### config.mk
export PLATFORM = sky130hd
export DESIGN_NAME = reg_file_wb
export DESIGN_NICKNAME = d
export VERILOG_FILES = /design/src/rtl/reg_file_wb.sv
export SDC_FILE = /design/constraint.sdc
export NUM_CORES = 2
export LEC_CHECK = 0
export CAP_MARGIN = 10
export CORE_UTILIZATION = 35
export DETAILED_ROUTE_END_ITERATION = 10
export PLACE_DENSITY = 0.49
export SLEW_MARGIN = 10
export SYNTH_ARGS = -nofsm -noshare
export SYNTH_HDL_FRONTEND = slang
export SYNTH_SLANG_ARGS = --single-unit
### constraint.sdc
create_clock -name clk -period 3.95 [get_ports clk]
set_clock_uncertainty 0.15 [all_clocks]
set_input_delay 0.5925 -clock clk [delete_from_list [all_inputs] [get_ports clk]]
set_output_delay 0.5925 -clock clk [all_outputs]
set_load 0.005 [all_outputs]
### src/rtl/reg_file_wb.sv
// Register file with write-back port, two registered read ports with write-first
// bypass, and a per-register pending scoreboard for decode hazard detection.
module reg_file_wb #(
  parameter int unsigned DATA_W = 32,
  parameter int unsigned ADDR_W = 5
) (
  input  logic              clk,
  input  logic              rst_n,
  input  logic              wb_en,
  input  logic [ADDR_W-1:0] wb_addr,
  input  logic [DATA_W-1:0] wb_data,
  input  logic [ADDR_W-1:0] rd_addr_a,
  input  logic [ADDR_W-1:0] rd_addr_b,
  input  logic              hold,
  input  logic              issue_en,
  input  logic [ADDR_W-1:0] issue_addr,
  output logic [DATA_W-1:0] rd_data_a,
  output logic [DATA_W-1:0] rd_data_b,
  output logic              busy_a,
  output logic              busy_b
);

  localparam int unsigned NREGS = 2 ** ADDR_W;

  logic [DATA_W-1:0] regs [NREGS];
  logic [NREGS-1:0]  pending;
  logic [NREGS-1:0]  pending_nxt;

  logic              wb_live;
  logic              issue_live;
  logic              byp_a;
  logic              byp_b;
  logic [DATA_W-1:0] rd_nxt_a;
  logic [DATA_W-1:0] rd_nxt_b;

  // Register 0 is hard-wired to zero, so writes and issues to it are dropped here.
  assign wb_live    = wb_en && (wb_addr != '0);
  assign issue_live = issue_en && (issue_addr != '0);

  assign byp_a = wb_live && (wb_addr == rd_addr_a);
  assign byp_b = wb_live && (wb_addr == rd_addr_b);

  // Write-first: a same-cycle write-back to the source is forwarded to the read latch.
  always_comb begin
    rd_nxt_a = regs[rd_addr_a];
    rd_nxt_b = regs[rd_addr_b];
    if (byp_a) rd_nxt_a = wb_data;
    if (byp_b) rd_nxt_b = wb_data;
  end

  // Clear on write-back first, then set on issue so a same-cycle issue wins.
  always_comb begin
    pending_nxt = pending;
    if (wb_live)    pending_nxt[wb_addr]    = 1'b0;
    if (issue_live) pending_nxt[issue_addr] = 1'b1;
    pending_nxt[0] = 1'b0;
  end

  always_ff @(posedge clk or negedge rst_n) begin
    if (!rst_n) begin
      for (int i = 0; i < NREGS; i++) regs[i] <= '0;
    end else if (wb_live) begin
      regs[wb_addr] <= wb_data;
    end
  end

  always_ff @(posedge clk or negedge rst_n) begin
    if (!rst_n) begin
      pending <= '0;
    end else begin
      pending <= pending_nxt;
    end
  end

  // Decode stall freezes only the read latches; writes and scoreboard keep going.
  always_ff @(posedge clk or negedge rst_n) begin
    if (!rst_n) begin
      rd_data_a <= '0;
      rd_data_b <= '0;
    end else if (!hold) begin
      rd_data_a <= rd_nxt_a;
      rd_data_b <= rd_nxt_b;
    end
  end

  // A write-back landing this cycle resolves the hazard without waiting for the edge.
  assign busy_a = pending[rd_addr_a] && !(wb_en && (wb_addr == rd_addr_a));
  assign busy_b = pending[rd_addr_b] && !(wb_en && (wb_addr == rd_addr_b));

endmodule

==> flow_summary_export.csv <==
group,metric,value,unit
setup_path,cp-start-kind,"flop",
sta,final_max_slew_viol_count,0,
setup_path,path_class,"flop to output port",
routing,via_per_inst,5.98,
clock_network,cts-htree-levels,4,
synthesis,synth_simple_gate_area_share,2.81,%
synthesis,syn_nets,3942,
clock_network,post-cts-setup-buffers,0,
synthesis,synth_edf_count,0,
setup_path,crit_family,"multiplexers",
cells_and_area,multiInputGateArea,0.0292,mm2
synthesis,synth_compound_area_share,4.17,%
synthesis,synth_xor_area_share,0.149,%
routing,routed_wl,210,mm
global_routing,track_usage,25.1,%
synthesis,ys_async_sr_fraction,100,%
sta,setup_viol,0,
synthesis,synth_top_family_by_area,"multiplexers",
routing,drt_pass1_iterations,7,
clock_network,cts_tree,"done",
synthesis,yosysTopAreaCell,"dfrtp_1",
clock_network,cts_sinks,1119,
sta,max_freq,260,MHz
sta,rsz0062_at_grt,"false",
synthesis,synth_fa_ha_area_share,0,%
sta,tns,0,ps
pwr,power,35.7,mW
global_routing,grt_first_pass_wirelength,302,mm
place,dp.final_hpwl,126,mm
die,start_util,35.4,%
cells_and_area,syn2layout_area_growth,16.1,%
die,die_w,412,um
synthesis,synth_ff_type,"dfrtp_1",
routing,final_antenna_net_count,0,
setup_path,worstPathArrival,3100,ps
synthesis,yosysUniqueCellTypes,53,
sta,hold_viol_final,0,
pwr,power_leakage,29.0,nW
die,rows,149,
setup_path,endpoint_kind,"output port",
sta,period_share,97.3,%
routing,first_iter_violations,3130,
die,dieArea,0.169,mm2
setup_path,cp.buffers_inverters,2,
setup_path,cp_max_fo,3,
synthesis,synthMuxAreaShare,42.0,%
cells_and_area,n_fill_cell,15000,
routing,wl_per_cell,33.8,um
pwr,power_density,524,mW/mm2
die,fp.dieH,412,um
die,core_area,0.166,mm2
clock_network,cts_root_buf,"clkbuf_16",
synthesis,synth_warnings,0,
synthesis,syn_area_per_cell,15.1,um2
routing,drcViolationCount,0,
die,io_pins,123,
global_routing,grt_max_degree,110,
cells_and_area,regArea,0.0280,mm2
min_path,hold_class,"input port to async pin",
global_routing,grt_overflow,0,
sta,slew_headroom,17.3,%
synthesis,synthTopCellsByArea,"dfrtp_1, mux4_2, mux2_2, mux2i_1, clkbuf_1",
sta,fin_crit,3840,ps
setup_path,cp_common_cell,"mux4_2",
synthesis,synth_area,0.0587,mm2
run_status,status,"complete, no violations",
synthesis,ys_seq_area_share,47.7,%
global_routing,antenna_found_initial,31,
place,port_buffers,122,
synthesis,netlist_instances,3885,
setup_path,required,3210,ps
clock_network,clk_latency,800,ps
clock_network,ctsLongestPathBuffers,3,
setup_path,cpPeakStageDelay,490,ps
pwr,peakVddDrop,454,uV
clock_network,cts_buffers,135,
setup_path,cp_cell_sequence,"mux4_2 -> mux4_2 -> mux2i_2 -> nor2_2 -> buf_4 -> clkdlybuf4s50_1",
synthesis,ys_seq_elements,1119,
routing,vias,37200,
setup_path,worst_path_max_delay_cell,"mux4_2",
cells_and_area,final_layout_size_suffix_gt1_share,51.1,%
run,max-cap-violations,0,
cells_and_area,num-nets-final,3977,
global_routing,grt_pass1_vias,38000,
place,place_congestion,0.818,
clock_network,clk_pin_slew_worst_paths,60,ps
sta,tightestPinTransition,1240,ps
synthesis,yosys.area.top_type_share,47.7,%
==> sequential cells by signal (all words and copies together), names as in the netlist <==
signal and count:
pending 31, rd_data_a 32, rd_data_b 32, regs 1024
==> Yosys cell counts, drive strengths merged (19+ instances only) <==
cell type,n
a211oi,20
o21ai,33
a22oi,108
mux2i,134
buf,182
and3,19
nand2,60
nor2,39
o221ai,24
a21oi,31
mux4,521
clkbuf,254
mux2,1028
nand3,42
a21o,19
nor2b,31
nand2b,58
dfrtp,1119
or3,25
a211o,19
==> report_power, final <==
part	switching (mW)	internal, mW	leakage [nW]
sequential	1.74	13.7	14.3
clock	5.26	8.18	2.36
combinational	2.66	4.23	12.3
==> cell type report <==
type,instances,area share [%]
diodes,4,0.0147
clock buffers,193,5.87
clock inverters,53,1.12
inverters,5,0.0275
multi-input cells,2325,42.8
flip-flops and latches,1119,41.1
well taps,2189,4.02
repair buffers,334,5.05
==> layer usage <==
metal	global-route usage, %	wire length (um)
met3	5.62	13600
met2	38.2	96500
met1	35.8	94700
met5	0	149
met4	7.11	5400
==> logic make-up after synthesis <==
group | after synthesis
and+or+nand+nor | 305
muxes | 1683
DFF | 1119
buffers and inverters | 441
xor gates and xnor gates | 10
AOI/OAI and AO/OA | 327
==> worst reg2reg max path: cells and delay by family, from the launching register on <==
family,cells,cell delay [ps]
mux,2,960
compound gates,1,230
simple gates,2,420
flops,1,390
==> through the flow <==
step	setup slack, ps	util [%]	instance area [um2]	hold slack (ps)	cells
5_1_grt	33.3	41.1	68200	211	6221
3_3_place_gp	28.9	38.2	63300	226	5969
2_1_floorplan	683	-	58700	147	3885
3_5_place_dp	56.4	38.2	63300	233	5969
6_report	107	41.1	68200	198	6222
4_1_cts	6.61	41.1	68100	175	6216
==> final timing paths <==
| check | cells past startpoint | slack [ps] | startpoint | to |
|---|---|---|---|---|
| worst max-delay path | 6 | 110 | pending[31]$_DFF_PN0_ | busy_b |
| worst min-delay path | 2 | 200 | rst_n | regs[949]$_DFFE_PN0P_ |
| worst max register to register | 5 | 1700 | regs[281]$_DFFE_PN0P_ | rd_data_a[25]$_DFFE_PN0N_ |
| worst min register to register | 0 | 240 | regs[1005]$_DFFE_PN0P_ | regs[1005]$_DFFE_PN0P_ |
| max in group asynchronous | 3 | 2250 | rst_n | regs[248]$_DFFE_PN0P_ |
| min in group clk | 0 | 240 | regs[1005]$_DFFE_PN0P_ | regs[1005]$_DFFE_PN0P_ |
==> layout by cell type, fill, tap and decap left out, drive strengths merged, types with 42 or more instances in the layout <==
cell / n
clkdlybuf4s50: 109
nand2: 60
buf: 224
mux2i: 134
dfrtp: 1119
clkbuf: 193
a22oi: 108
nand2b: 58
nand3: 42
mux2: 1028
mux4: 521
==> repair_timing <==
action / in CTS / in global routing
resized for setup: 0 / 2
hold endpoints to repair: 55 / 0
setup endpoints to repair: 0 / 1
hold buffers: 1 / 0
Note: power is estimated with default switching activity, not from simulation.
